[config.mk]
export PLATFORM = sky130hd
export DESIGN_NAME = uart_tx_cfg
export DESIGN_NICKNAME = d
export VERILOG_FILES = /design/src/rtl/uart_pkg.sv /design/src/rtl/uart_baud_gen.sv /design/src/rtl/uart_tx_cfg.sv
export SDC_FILE = /design/constraint.sdc
export NUM_CORES = 1
export LEC_CHECK = 0
export ABC_CLOCK_PERIOD_IN_PS = 4100
export BUFFER_PORTS_ARGS = -buffer_cell sky130_fd_sc_hd__buf_2
export CAP_MARGIN = 20
export CORE_UTILIZATION = 30
export DETAILED_ROUTE_END_ITERATION = 16
export GPL_TIMING_DRIVEN = 0
export SYNTH_ARGS = -nofsm -noshare
export SYNTH_HDL_FRONTEND = slang
export SYNTH_HIERARCHICAL = 1
export SYNTH_SLANG_ARGS = --single-unit
[constraint.sdc]
create_clock -name clk -period 4.1 [get_ports clk]
set_input_delay 0.82 -clock clk [delete_from_list [all_inputs] [get_ports clk]]
set_output_delay 0.82 -clock clk [all_outputs]
set_load 0.02 [all_outputs]
[src/rtl/uart_pkg.sv]
// uart_pkg: shared FSM states, mode codes and stop-length helper for the UART blocks
package uart_pkg;
    typedef enum logic [2:0] {IDLE, START, DATA, PARITY, STOP} state_t;
    localparam logic [1:0] PAR_NONE = 2'b00, PAR_EVEN = 2'b01, PAR_ODD = 2'b10;
    localparam logic [1:0] STOP_1 = 2'b00, STOP_1P5 = 2'b01, STOP_2 = 2'b10;
    // stop length in baud ticks; the unused code falls back to one stop bit
    function automatic int stop_ticks(input logic [1:0] mode, input int os);
        return mode == STOP_1 ? os : mode == STOP_1P5 ? 3 * os / 2 : mode == STOP_2 ? 2 * os : os;
    endfunction
endpackage

[src/rtl/uart_baud_gen.sv]
// uart_baud_gen: runtime-divisor baud tick generator, idle at zero while disabled
module uart_baud_gen #(
    parameter int DIV_W = 16
) (
    input  logic             clk,
    input  logic             reset_n,
    input  logic             enable,
    input  logic [DIV_W-1:0] divisor,
    output logic             tick
);
    logic [DIV_W-1:0] count, last;
    assign last = divisor == '0 ? '0 : divisor - DIV_W'(1);
    assign tick = enable && count >= last;
    // count while enabled, wrapping on each tick; divisor is followed live
    always_ff @(posedge clk or negedge reset_n)
        if (!reset_n) count <= '0;
        else count <= (!enable || tick) ? '0 : count + DIV_W'(1);
endmodule

[src/rtl/uart_tx_cfg.sv]
// uart_tx_cfg: configurable UART transmitter with one-entry holding buffer
module uart_tx_cfg
    import uart_pkg::*;
#(
    parameter int DBIT       = 8,
    parameter int OVERSAMPLE = 16,
    parameter int DIV_W      = 16
) (
    input  logic             clk,
    input  logic             reset_n,
    input  logic [DIV_W-1:0] divisor,
    input  logic [1:0]       parity_mode,
    input  logic [1:0]       stop_mode,
    input  logic [DBIT-1:0]  tx_data,
    input  logic             tx_valid,
    output logic             tx_ready,
    output logic             tx_busy,
    output logic             tx_done_tick,
    output logic             data_out
);
    localparam int TW = $clog2(2 * OVERSAMPLE);
    localparam int BW = $clog2(DBIT);
    state_t state, nxt;
    logic [TW-1:0] tcnt, tcnt_n, last;
    logic [BW-1:0] bcnt, bcnt_n;
    logic [DBIT-1:0] hold, sh, sh_n;
    logic [1:0] stop_l;
    logic full, accept, pop, tick, bit_end, par_en, par_bit, line_n, done_n;
    assign tx_ready = !full;
    assign tx_busy  = state != IDLE;
    assign accept   = tx_valid && !full;
    assign last     = TW'((state == STOP ? stop_ticks(stop_l, OVERSAMPLE) : OVERSAMPLE) - 1);
    assign bit_end  = tick && tcnt == last;
    uart_baud_gen #(.DIV_W(DIV_W)) u_baud (
        .clk(clk), .reset_n(reset_n), .enable(tx_busy), .divisor(divisor), .tick(tick)
    );
    // next state, counters, and the level the line takes in the next state
    always_comb begin
        nxt    = state;
        tcnt_n = tick ? (bit_end ? '0 : tcnt + TW'(1)) : tcnt;
        bcnt_n = bcnt;
        pop    = 1'b0;
        done_n = 1'b0;
        unique case (state)
            IDLE:   if (full) begin pop = 1'b1; nxt = START; end
            START:  if (bit_end) begin nxt = DATA; bcnt_n = '0; end
            DATA:   if (bit_end) begin
                        bcnt_n = bcnt + BW'(1);
                        if (bcnt == BW'(DBIT - 1)) nxt = par_en ? PARITY : STOP;
                    end
            PARITY: if (bit_end) nxt = STOP;
            STOP:   if (bit_end) begin done_n = 1'b1; pop = full; nxt = full ? START : IDLE; end
            default: nxt = IDLE;
        endcase
        sh_n   = pop ? hold : (state == DATA && bit_end) ? sh >> 1 : sh;
        line_n = nxt == START ? 1'b0 : nxt == DATA ? sh_n[0] : nxt == PARITY ? par_bit : 1'b1;
    end
    // FSM registers, registered outputs and per-frame configuration latched at pop
    always_ff @(posedge clk or negedge reset_n)
        if (!reset_n) begin
            state        <= IDLE;
            tcnt         <= '0;
            bcnt         <= '0;
            sh           <= '0;
            par_en       <= 1'b0;
            par_bit      <= 1'b0;
            stop_l       <= STOP_1;
            data_out     <= 1'b1;
            tx_done_tick <= 1'b0;
        end else begin
            state        <= nxt;
            tcnt         <= tcnt_n;
            bcnt         <= bcnt_n;
            sh           <= sh_n;
            data_out     <= line_n;
            tx_done_tick <= done_n;
            if (pop) begin
                par_en  <= parity_mode != PAR_NONE && parity_mode != 2'b11;
                par_bit <= (parity_mode == PAR_ODD) ^ (^hold);
                stop_l  <= stop_mode;
            end
        end
    // one-entry holding buffer in front of the shift register
    always_ff @(posedge clk or negedge reset_n)
        if (!reset_n) begin
            full <= 1'b0;
            hold <= '0;
        end else begin
            full <= accept | (full & !pop);
            if (accept) hold <= tx_data;
        end
endmodule

Word level (Yosys, flattened, before mapping)
Cells that the tools add are included.
Widths: inputs -> output; s select.
Operators by class
  add/sub/neg operators: 5
  magnitude comparators: 1
  eq/ne operators: 15
  muxes and demuxes: 29
  bitwise logic cells: 3
  reduce and logical (&&, ||, !) cells: 18
Operator list (number)
  $mux 16: 2
  $mux 3: 9
  $mux 5: 5
  $add 16x1->16 const B: 1
  $ge 16x16->1: 1
  $logic_not 16->1: 1
  $mux 8: 2
  $sub 16x1->16 const B: 1
  $pmux 3 s5: 1
  $eq 3x2->1 const B: 4
  $mux 1: 8
  $reduce_xor 8->1: 1
  $eq 3x1->1 const B: 2
  $eq 3x3->1 const B: 2
  $ne 2x2->1 const B: 3
  $pmux 3 s2: 1
  $reduce_bool 2->1: 3
  $add 5x1->5 const B: 1
  $eq 5x5->1: 1
  $logic_and 1x1->1: 5
  $sub 5x1->5 const B: 1
  $eq 2x2->1 const B: 2
  $add 3x1->3 const B: 1
  $logic_not 1->1: 3
  other kinds (10): 10
Word-level totals
  flip-flop bits (word level): 50
  input bits: 31

Longest topological paths before layout
Gate-level depths: netlist (run 1).
  depth in word-level cells: 14
  mapped depth: 17
  depth with buffers taken out: 17

Modules after synthesis
The synthesis (run 1) kept the hierarchy.
By module, submodules not included
  uart_tx_cfg: times used 1, cells each 154, area each 1712.9 um^2
  uart_baud_gen: times used 1, cells each 177, area each 1537.7 um^2

Worst setup path before layout (run 1)
No wires, ideal clock.
  path type: in2reg
  start: input divisor[0]
  end: register stop_l[0]
  library setup time: 0.128 ns
  arrival time: 4.343 ns
  slack: -0.371 ns
  cell stages on the path: 16
  cell sequence: inv_1 -> ha_1 -> or4b_1 -> nor4_1 -> xor2_1 -> nand2_1 -> ha_1 -> and2_1 -> nand4_1 -> o211ai_1 -> o21a_1 -> nand3_1 -> a21o_1 -> a21oi_1 -> buf_2 -> mux2_1
On the way
  word-level cells in the longest chain between the ends: 7
  elaborated cells on any way between the ends: 8
  those cells by class: add/sub: 1; order compare: 1; mux: 3; reduce/logical: 3
Ends and longest elaborated chain
  start: declaration: RTL line uart_tx_cfg.sv:11  | input logic [DIV_W-1:0] divisor,
  $sub 16x1->16 or $logic_not 16->1 (tied branches): RTL line uart_baud_gen.sv:12  | assign last = divisor == '0 ? '0 : divisor - DIV_W'(1);
  $mux 16 (*): RTL line uart_baud_gen.sv:12
  $ge 16x16->1 (*): RTL line uart_baud_gen.sv:13  | assign tick = enable && count >= last;
  $logic_and 1x1->1 (*): RTL line uart_baud_gen.sv:13
  net tick: RTL line uart_tx_cfg.sv:28  | logic full, accept, pop, tick, bit_end, par_en, par_bit, line_n, done_n;
  $logic_and 1x1->1 (*): RTL line uart_tx_cfg.sv:33  | assign bit_end = tick && tcnt == last;
  $mux 1 (*): RTL line uart_tx_cfg.sv:52  | STOP: if (bit_end) begin done_n = 1'b1; pop = full; nxt = full ? START : IDLE; end
  $pmux 1 s2 (*): RTL line uart_tx_cfg.sv:44  | unique case (state)
  end signal: assignment: RTL line uart_tx_cfg.sv:80  | stop_l <= stop_mode;
  end: declaration: RTL line uart_tx_cfg.sv:27  | logic [1:0] stop_l;
Mark *: on every way through the listed nets, which the timed path passes. The rest lies on a longest branch.
A chain may end at the register's enable or synchronous reset.

Worst setup path after layout (run 1)
  start: input divisor[0]
  end: register data_out
On the way
  elaborated cells on any way between the ends: 22
  those cells by class: add/sub: 1; order compare: 1; eq/ne: 3; mux: 13; reduce/logical: 4
RTL lines
  $sub 16x1->16 or $logic_not 16->1 (tied branches): RTL line uart_baud_gen.sv:12
  $mux 16 (*): RTL line uart_baud_gen.sv:12
  $ge 16x16->1 (*): RTL line uart_baud_gen.sv:13
  $logic_and 1x1->1 (*): RTL line uart_baud_gen.sv:13
  net tick: RTL line uart_tx_cfg.sv:28
  $logic_and 1x1->1 (*): RTL line uart_tx_cfg.sv:33
  $mux 1 or $logic_and 1x1->1 (tied branches): RTL line uart_tx_cfg.sv:52, uart_tx_cfg.sv:55
  $pmux 1 s2 or $mux 8 (tied branches): RTL line uart_tx_cfg.sv:44, uart_tx_cfg.sv:55
  $mux 8 (*): RTL line uart_tx_cfg.sv:55  | sh_n = pop ? hold : (state == DATA && bit_end) ? sh >> 1 : sh;
  net sh_n[0]: RTL line uart_tx_cfg.sv:26  | logic [DBIT-1:0] hold, sh, sh_n;
  $mux 1 (*) (2 in series): RTL line uart_tx_cfg.sv:56  | line_n = nxt == START ? 1'b0 : nxt == DATA ? sh_n[0] : nxt == PARITY ? par_bit : 1'b1;
  net line_n: RTL line uart_tx_cfg.sv:28
  end signal: assignment: RTL line uart_tx_cfg.sv:75  | data_out <= line_n;
  end: declaration: RTL line uart_tx_cfg.sv:19  | output logic data_out
Mark *: on every way through the listed nets, which the timed path passes. The rest lies on a longest branch. The select of a mux whose other input is x is not followed.

==> flow_summary_export.csv, run 1 <==
group,metric,value,unit
synthesis,synth-xor-area-share,9.161,%
critical_path,cp.buffers_inverters,2,
critical_path,crit_path_cell_trace,"buf_4 > inv_8 > ha_4 > or4b_4 > nor4_4 > xor2_1 > nand2_1 > ha_1 > and2_4 > nand4_1 > o211ai_1 > o21a_2 > nand3_4 > or3_4 > a21oi_4 > mux2i_1 > mux2i_1 > a2bb2oi_2",
min_path,holdPathStages,1,
timing,hold_viol,0,
die,dieHeight,106.1,um
place,portBuffers,34,
cts,cts.path.max_buffers,2,
cts,clk_pin_slew_worst_paths,90,ps
critical_path,rr_startpoint,"u_baud/count[13]",
final_layout,areaGrowthSynthToFinish,21.48,%
cts,cts_sinks,50,
synthesis,synth_cell_types,58,
routing,drt-vias-per-instance,4.959,
cts,ctsHoldBuffers,0,
die,rows,37,
final_layout,utilization,37.91,%
place,dp_cells,502,
synthesis,synth_fp_nets,385,
synthesis,avgSynthCellArea,9.821,um2
final_layout,drive_gt1_share,24.93,%
synthesis,synth_edf_count,0,
timing,final.min_clock_period,4062,ps
final_layout,diodes,0,
job,max_cap_viol_count,0,
critical_path,worstSetupStartpointType,"input pin",
critical_path,cp.required,4340,ps
synthesis,ys_seq_area_share,38.53,%
timing,clock_skew,6.841,ps
critical_path,critPathArrivalTime,4300,ps
synthesis,synthMuxAreaShare,4.965,%
die,start_util,31.21,%
die,io_pins,35,
place,gp_congestion,0.7687,
timing,max_freq,246.2,MHz
min_path,hp-class,"flip-flop to flip-flop",
critical_path,r2r_setup_slack,1200,ps
final_layout,layout.cells.most_common_list,"dfrtp_1, buf_2, nand2_1",
critical_path,critical_path.most_common_cell,"mux2i_1",
synthesis,synthArstFlopShare,100.0,%
final_layout,stdcell_count,517,
timing,slew_headroom,58.11,%
routing,drt_first_pass_iters,4,
critical_path,crit_path_max_incr_delay,510,ps
synthesis,netlist_area,3251,um2
timing,slew_violations,0,
synthesis,synth_compound_area_share,12.59,%
critical_path,reg2reg_to,"data_out",
timing,rsz0062_at_grt,"yes",
routing,route.detailed.drc,0,
critical_path,cp_max_fo,4,
routing,wl_per_cell,12.87,um
routing,routed_wl,6.655,mm
critical_path,slowest_stage,"or4b_4",
die,coreArea,10420,um2
synthesis,ys.warnings.count,6,
cts,cts_made_buffers,5,
critical_path,path_class,"input pin to flip-flop",
synthesis,synth_top_family_by_area,"simple AND/OR/NAND/NOR gates",
routing,vias,2564,
global_routing,grt_pass1_wl,11.54,mm
pwr,powerDensity,292.9,nW/um2
critical_path,cp-end-kind,"flip-flop",
pwr,ir_worst_vdd,139.3,uV
min_path,holdPathEnd,"sh[5]",
cts,clock-root-buffer,"clkbuf_8",
min_path,min_from,"sh[5]",
die,die_x,106.1,um
cts,cts_tree,"yes",
timing,min_period_over_period,99.08,%
global_routing,track_usage,12.73,%
cts,h-tree-depth,2,
final_layout,final_nets,434,
die,die-area,11260,um2
timing,worst_pin_slew,624.6,ps
synthesis,syn_inst,331,
timing,setup_viol,0,
global_routing,antenna_found_initial,0,
pwr,power_leakage,1.776,nW
critical_path,critPathTopFamily,"simple AND/OR/NAND/NOR gates",
pwr,power,1.157,mW
critical_path,reg2regPathDepth,11,
synthesis,ys_seq_elements,50,
global_routing,grt_max_degree,29,
synthesis,ys_dominant_reg_cell,"dfrtp_1",
synthesis,synthSimpleGateAreaFrac,23.02,%
run_status,outcome,"finished clean",
cts,clk_latency,300,ps
final_layout,mostFrequentLayoutCell,"dfrtp_1",
place,dp_hpwl,5.122,mm
global_routing,grt_overflow,0,
synthesis,synth_fa_ha_area_share,8.853,%
routing,drtIter0Drc,66,
global_routing,first_global_vias,2464,
routing,ant_nets,0,
==> power by group <==
part	internal (mW)	switching [mW]
clock network	0.121	0.166
logic	0.133	0.126
registers	0.538	0.0736
==> through the flow <==
stage	TNS, ps	setup WS [ps]	hold WS [ps]	instance area (um2)
floorplan	-240.3	-109.2	448.9	3368
global placement	-14310	-887.1	460.4	3709
detailed placement	-14350	-909.5	468.3	3729
CTS	-30.96	-30.96	490.8	3870
global route	-205.7	-157.8	504.5	3949
finish	0	37.84	485.1	3949
==> layout make-up <==
| class | instances | area [um2] |
|---|---|---|
| Tap cell | 136 | 170.2 |
| Fill cell | 1056 | 6467 |
| Clock inverter | 2 | 13.76 |
| Clock buffer | 6 | 72.57 |
| Sequential cell | 50 | 1252 |
| Inverter | 13 | 68.82 |
| Multi-Input combinational cell | 259 | 2049 |
| Timing Repair Buffer | 42 | 267.8 |
| Buffer | 9 | 53.80 |
==> cell families (layout without fill, tap and decap cells) <==
| kind of cell | count (synthesis) | count (layout) |
|---|---|---|
| adders and majority gates | 23 | 23 |
| buffers and inverters | 22 | 72 |
| and+or+nand+nor | 135 | 135 |
| muxes | 15 | 15 |
| AOI/OAI and AO/OA | 52 | 52 |
| DFF | 50 | 50 |
| xor gates and xnor gates | 34 | 34 |
==> worst register-to-register path, stage by stage (launching register included) <==
cell and delay, ps:
dfrtp_1 440, ha_1 320, and4_4 260, nand4_1 90, o211ai_1 270, o21a_2 210
nand3_4 90, or3_4 410, a21oi_4 160, mux2i_1 100, mux2i_1 290, a2bb2oi_2 180
==> synthesized netlist by cell type, drive strengths merged (2+ instances only) <==
cell	number	area (um2)
dfrtp	49	1226
nand2	31	116.4
nor3	25	125.1
ha	23	287.8
xnor2	23	201.4
nor2	19	71.32
inv	12	45.04
nand3	12	60.06
xor2	11	96.34
a21o	10	75.07
mux2	9	101.4
nand4	9	77.57
o21ai	9	45.04
a22o	6	52.55
mux2i	6	60.06
a21oi	5	28.78
and2	5	31.28
clkbuf	5	18.77
nor4	5	37.53
buf	4	26.27
nand2b	4	25.02
nor2b	4	25.02
or3	4	25.02
a211oi	3	22.52
a221oi	3	32.53
o21a	3	22.52
o31ai	3	27.52
a211o	2	17.52
a31oi	2	12.51
and3	2	12.51
and4	2	17.52
and4b	2	20.02
nand4b	2	17.52
nor3b	2	26.28
or4b	2	20.02
==> registers in the layout, indices dropped and copies added (netlist names), 2 cells and up <==
name,count
u_baud/count,16
bcnt,3
stop_l,2
sh,8
state,3
tcnt,5
hold,8
==> worst max path at each step <==
stage	from	endpoint	slack, ps	cells after the start
finish	divisor[0]	data_out	40	18
global placement	divisor[1]	data_out	-890	18
detailed placement	divisor[7]	data_out	-910	17
floorplan	divisor[1]	data_out	-110	16
global route	divisor[0]	data_out	-160	18
CTS	divisor[1]	data_out	-30	17
==> repair_timing <==
item	4_1_cts	5_1_grt
endpoints found under the setup margin	24	15
pin swaps	3	4
resized for setup	5	18
setup buffers	4	3
==> routing by layer <==
| metal | vias to the layer above | global-route usage [%] | wire, um |
|---|---|---|---|
| met5 | - | 0 | 0 |
| met4 | 0 | 2.778 | 78 |
| met3 | 9 | 2.820 | 90 |
| met2 | 13 | 21.34 | 3272 |
| met1 | 1234 | 16.76 | 3213 |
| li1 | 1308 | - | - |
Note: power is estimated with default switching activity, not from simulation.
==> run 2: changes to the inputs <==
--- a/config.mk
+++ b/config.mk
@@ -5,12 +5,13 @@
 export SDC_FILE = /design/constraint.sdc
 export NUM_CORES = 1
 export LEC_CHECK = 0
-export ABC_CLOCK_PERIOD_IN_PS = 4100
+export ABC_CLOCK_PERIOD_IN_PS = 3700
 export BUFFER_PORTS_ARGS = -buffer_cell sky130_fd_sc_hd__buf_2
 export CAP_MARGIN = 20
 export CORE_UTILIZATION = 30
 export DETAILED_ROUTE_END_ITERATION = 16
 export GPL_TIMING_DRIVEN = 0
+export SLEW_MARGIN = 20
 export SYNTH_ARGS = -nofsm -noshare
 export SYNTH_HDL_FRONTEND = slang
 export SYNTH_HIERARCHICAL = 1
==> constraint.sdc (replaced) <==
create_clock -name clk -period 3.7 [get_ports clk]
set_input_delay 0.74 -clock clk [delete_from_list [all_inputs] [get_ports clk]]
set_output_delay 0.74 -clock clk [all_outputs]
set_load 0.02 [all_outputs]
==> flow_summary_export.csv, run 2 (synthesis gave the netlist of run 1 again) <==
group,metric,value,unit
die,die_x,106.1,um
pwr,ir_worst_vdd,121.0,uV
timing,hold_viol,0,
final_layout,regMostFlops,"u_baud/count",
cts,cts_tree,"yes",
global_routing,first_global_vias,2696,
final_layout,top_regs,"u_baud/count (16), hold (8), sh (8)",
critical_path,cp-end-kind,"flip-flop",
pwr,p_seq_share,51.7,%
place,portBuffers,34,
run_status,violations,"negative setup slack",
final_layout,layout.cells.most_common_list,"dfrtp_1, buf_2, nand2_1",
place,dp_hpwl,5.101,mm
global_routing,grt_max_degree,51,
routing,ant_nets,0,
timing,worst_pin_slew,626.5,ps
routing,wl_per_cell,13.60,um
pwr,power_leakage,1.893,nW
critical_path,rr_startpoint,"u_baud/count[13]",
cts,clk_latency,300,ps
final_layout,mostFrequentLayoutCell,"dfrtp_1",
die,start_util,31.21,%
routing,drt_first_pass_iters,4,
global_routing,track_usage,13.34,%
routing,vias,2707,
place,postPlaceCellArea,3715,um2
routing,drt-vias-per-instance,5.108,
cts,ctsHoldBuffers,0,
timing,slew_headroom,58.23,%
routing,drtIter0Drc,113,
die,coreArea,10420,um2
timing,fin_hold_ws,441.4,ps
cts,clk_pin_slew_worst_paths,90,ps
pwr,p_int,0.8926,mW
pwr,switching_share,31.93,%
final_layout,largest_register_ffs,16,
timing,slew_violations,0,
pwr,combinationalPowerShare,24.3,%
final_layout,utilization,40.89,%
timing,max_freq,250.5,MHz
global_routing,grt_overflow,0,
die,io_pins,35,
critical_path,reg2regPathDepth,11,
min_path,hp-class,"input pin to asynchronous set/reset pin",
critical_path,path_class,"input pin to flip-flop",
critical_path,cp_max_fo,4,
job,max_cap_viol_count,0,
cts,cts.path.max_buffers,2,
critical_path,startpoint,"divisor[0]",
pwr,powerDensity,307.9,nW/um2
timing,min_period_over_period,107.9,%
die,rows,37,
cts,h-tree-depth,2,
critical_path,cp.required,3940,ps
place,gp_congestion,0.7559,
timing,final.min_clock_period,3993,ps
die,dieHeight,106.1,um
final_layout,diodes,0,
timing,setup_viol,17,
die,die-area,11260,um2
critical_path,worstSetupStartpointType,"input pin",
routing,routed_wl,7.209,mm
final_layout,final_nets,447,
critical_path,critPathArrivalTime,4230,ps
routing,route.detailed.drc,0,
pwr,power_switching,0.4188,mW
final_layout,areaGrowthSynthToFinish,31.02,%
final_layout,postLayoutCellArea,4259,um2
timing,clock_skew,7.597,ps
global_routing,antenna_found_initial,0,
final_layout,drive_gt1_share,32.49,%
timing,postLayoutSetupSlackWorst,-292.7,ps
cts,cts_made_buffers,5,
run_status,outcome,"complete, but fails checks",
critical_path,reg2reg_to,"data_out",
cts,cts_sinks,50,
critical_path,r2r_setup_slack,730,ps
timing,rsz0062_at_grt,"yes",
pwr,power,1.311,mW
global_routing,grt_pass1_wl,12.23,mm
cts,clock-root-buffer,"clkbuf_8",
pwr,clkPwrFrac,24.0,%
## run 2: cell count changes in the layout (fill, tap and decap cells not counted), sizes merged
| cell | change |
|---|---|
| buf | +12 |
| clkbuf | +1 |
## run 2: worst max path at each step
stage,to,cells past startpoint
CTS,data_out,17
global route,data_out,15
floorplan,data_out,16
global placement,data_out,18
finish,data_out,17
detailed placement,data_out,17
## run 2: stage by stage
| step | TNS, ps | cells | worst slack, ps |
|---|---|---|---|
| 2_1_floorplan | -4486 | 331 | -427.8 |
| 3_3_place_gp | -21960 | 501 | -1204 |
| 3_5_place_dp | -24450 | 501 | -1229 |
| 4_1_cts | -2829 | 527 | -290.4 |
| 5_1_grt | -6079 | 530 | -442.1 |
| 6_report | -2721 | 530 | -292.7 |
## run 2: layout make-up
type / count / area (um2)
Multi-Input combinational cell: 259 / 2177
Clock inverter: 2 / 13.76
Clock buffer: 6 / 72.57
Timing Repair Buffer: 55 / 420.4
Tap cell: 136 / 170.2
Inverter: 13 / 68.82
Buffer: 9 / 83.83
Sequential cell: 50 / 1252
Fill cell: 1002 / 6157
## run 2: layer usage
| metal | GRT usage (%) | up-vias | share of wire, % |
|---|---|---|---|
| met4 | 4.365 | 0 | 1.4 |
| met5 | 0 | - | 0 |
| li1 | - | 1322 | - |
| met2 | 23.02 | 40 | 50 |
| met3 | 2.023 | 11 | 2.4 |
| met1 | 17.02 | 1334 | 46 |
## run 2: critical path, cell delays in order
cell	delay, ps
buf_8	110
inv_8	40
ha_4	130
or4b_4	520
nor4_4	160
xor2_1	180
nand2_1	80
ha_1	270
and2_4	130
nand4_1	90
o211ai_1	310
o21a_2	240
nand3_4	90
a21o_4	230
o32ai_4	240
or4b_4	500
a2bb2oi_2	160
## run 2: power groups by stage
stage                     combinational, mW  clock, mW  sequential [mW]
after floorplan                       0.201          0            0.668
after global placement                0.264          0            0.688
after detailed placement              0.273          0            0.686
after CTS                             0.310      0.326            0.677
after global routing                  0.364      0.347            0.686
final                                 0.319      0.315            0.678
## run 2: what timing repair did
item | in CTS | in global routing
cloned | 1 | 1
hold endpoints to repair | 0 | 0
buffers inserted | 17 | 2
pin swaps | 21 | 23
endpoints found under the setup margin | 25 | 25
gates resized for setup | 38 | 29
==> run 3: changes to the inputs <==
--- a/config.mk
+++ b/config.mk
@@ -8,6 +8,8 @@
 export ABC_CLOCK_PERIOD_IN_PS = 3700
 export BUFFER_PORTS_ARGS = -buffer_cell sky130_fd_sc_hd__buf_2
 export CAP_MARGIN = 20
+export CORE_ASPECT_RATIO = 1.75
+export CORE_MARGIN = 2
 export CORE_UTILIZATION = 30
 export DETAILED_ROUTE_END_ITERATION = 16
 export GPL_TIMING_DRIVEN = 0
==> flow_summary_export.csv, run 3 (synthesis gave the netlist of run 1 again) <==
group,metric,value,unit
final_layout,postLayoutCellArea,4228,um2
critical_path,crit_path_max_incr_delay,520,ps
global_routing,track_usage,13.53,%
final_layout,layout.cells.most_common_list,"dfrtp_1, buf_2, nand2_1",
die,io_pins,35,
routing,vias,2684,
timing,setup_viol,16,
final_layout,largest_register_ffs,16,
final_layout,areaGrowthSynthToFinish,30.06,%
die,rows,50,
cts,clk_latency,300,ps
cts,cts_sinks,50,
timing,postLayoutSetupSlackWorst,-280.0,ps
place,portBuffers,34,
timing,fin_hold_ws,461.6,ps
routing,ant_nets,0,
critical_path,cp.buffers_inverters,2,
min_path,hp-class,"input pin to asynchronous set/reset pin",
routing,drt-vias-per-instance,5.152,
timing,hold_viol,0,
cts,cts.path.max_buffers,2,
critical_path,r2r_setup_slack,780,ps
final_layout,final_nets,444,
place,dp_cells,495,
run_status,violations,"negative setup slack",
final_layout,top_regs,"u_baud/count (16), hold (8), sh (8)",
job,max_cap_viol_count,0,
critical_path,cp-end-kind,"flip-flop",
global_routing,grt_pass1_wl,12.44,mm
final_layout,mostFrequentLayoutCell,"dfrtp_1",
critical_path,critical_path.most_common_cell,"or4b_4",
critical_path,path_class,"input pin to flip-flop",
critical_path,critPathArrivalTime,4210,ps
pwr,powerDensity,355.3,nW/um2
routing,wl_per_cell,14.45,um
cts,clock-root-buffer,"clkbuf_16",
die,coreArea,10640,um2
critical_path,cp_max_fo,5,
final_layout,stdcell_count,521,
die,die_x,82.69,um
cts,cts_tree,"yes",
timing,rsz0062_at_grt,"yes",
die,dieHeight,141.7,um
routing,route.detailed.drc,0,
place,postPlaceCellArea,3705,um2
timing,slew_headroom,54.15,%
timing,clock_skew,8.790,ps
critical_path,worstSetupStartpointType,"input pin",
critical_path,critPathTopFamily,"simple AND/OR/NAND/NOR gates",
critical_path,slowest_stage,"or4b_4",
die,die-area,11720,um2
timing,final.min_clock_period,3980,ps
routing,routed_wl,7.527,mm
timing,slew_violations,0,
timing,min_period_over_period,107.6,%
die,start_util,30.56,%
place,gp_congestion,0.7547,
cts,h-tree-depth,2,
global_routing,grt_max_degree,51,
final_layout,n_fill_cell,1073,
global_routing,grt_overflow,0,
critical_path,cp.required,3930,ps
timing,max_freq,251.3,MHz
run_status,outcome,"complete, but fails checks",
routing,drtIter0Drc,110,
cts,clk_pin_slew_worst_paths,70,ps
routing,drt_first_pass_iters,4,
pwr,power_leakage,1.879,nW
final_layout,diodes,0,
final_layout,drive_gt1_share,29.92,%
global_routing,first_global_vias,2744,
global_routing,antenna_found_initial,0,
place,dp_hpwl,5.522,mm
cts,cts_made_buffers,5,
pwr,ir_worst_vdd,497.8,uV
timing,worst_pin_slew,683.6,ps
critical_path,crit_path_cell_trace,"buf_12 > inv_12 > ha_4 > or4b_4 > nor3b_2 > xor2_1 > nand2_1 > ha_1 > nand4_1 > o211ai_1 > o21a_2 > nand3_4 > a21o_4 > o32ai_4 > or4b_4 > a2bb2oi_2",
final_layout,regMostFlops,"u_baud/count",
run 3: cell type report:
class | instances | area [um2] | area share (%)
Multi-Input combinational cell | 260 | 2161 | 51.11
Sequential cell | 50 | 1252 | 29.62
Timing Repair Buffer | 51 | 362.8 | 8.582
Tap cell | 130 | 162.7 | 3.847
Clock buffer | 5 | 125.1 | 2.959
Inverter | 13 | 68.82 | 1.628
Buffer | 9 | 66.31 | 1.569
Clock inverter | 3 | 28.78 | 0.6807
run 3: repair_timing:
item | CTS | global route
cloned | 3 | 0
setup buffers | 12 | 4
endpoints found under the hold margin | 0 | 0
hold buffers | 0 | 0
gates resized for setup | 32 | 23
pin swaps | 22 | 21
setup endpoints to repair | 25 | 22
run 3: per-layer routing:
layer  global-route usage [%]  wire length, um  up-vias
met5                        0                0        -
met2                    27.04             4366       50
met4                    4.832              175        0
li1                         -                -     1318
met3                    2.417              228       13
met1                    12.96             2757     1303
run 3: through the flow:
stage,worst slack [ps],setup TNS (ps),utilization [%],power (mW)
3_3_place_gp,-1322,-27810,34.84,0.9615
2_1_floorplan,-427.8,-4486,-,0.8693
4_1_cts,-256.9,-1315,38.64,1.511
6_report,-280.0,-2223,39.75,1.502
3_5_place_dp,-1334,-27980,34.84,0.9774
5_1_grt,-428.5,-4818,39.75,1.593
run 3: path summary, 6_finish.rpt:
| kind | cells after the start | endpoint | startpoint |
|---|---|---|---|
| setup / recovery | 16 | data_out | divisor[1] |
| hold / removal | 1 | hold[1] | reset_n |
| setup reg to reg | 11 | data_out | u_baud/count[13] |
| hold reg to reg | 1 | sh[1] | sh[1] |
| max in group asynchronous | 1 | full | reset_n |
| min in group clk | 1 | sh[1] | sh[1] |
run 3: where the power goes:
| group | switching [mW] | internal [mW] |
|---|---|---|
| Sequential | 0.0880 | 0.596 |
| Combinational | 0.167 | 0.178 |
| Clock | 0.214 | 0.259 |
run 3: worst register-to-register path: stages, from the launching register on:
cell and delay, ps:
dfrtp_1 430, ha_1 330, a211o_1 310, a221oi_2 260
o211ai_1 170, o21a_2 270, nand3_4 110, a21o_4 130
buf_6 110, a21oi_4 70, or4b_4 490, a2bb2oi_2 170
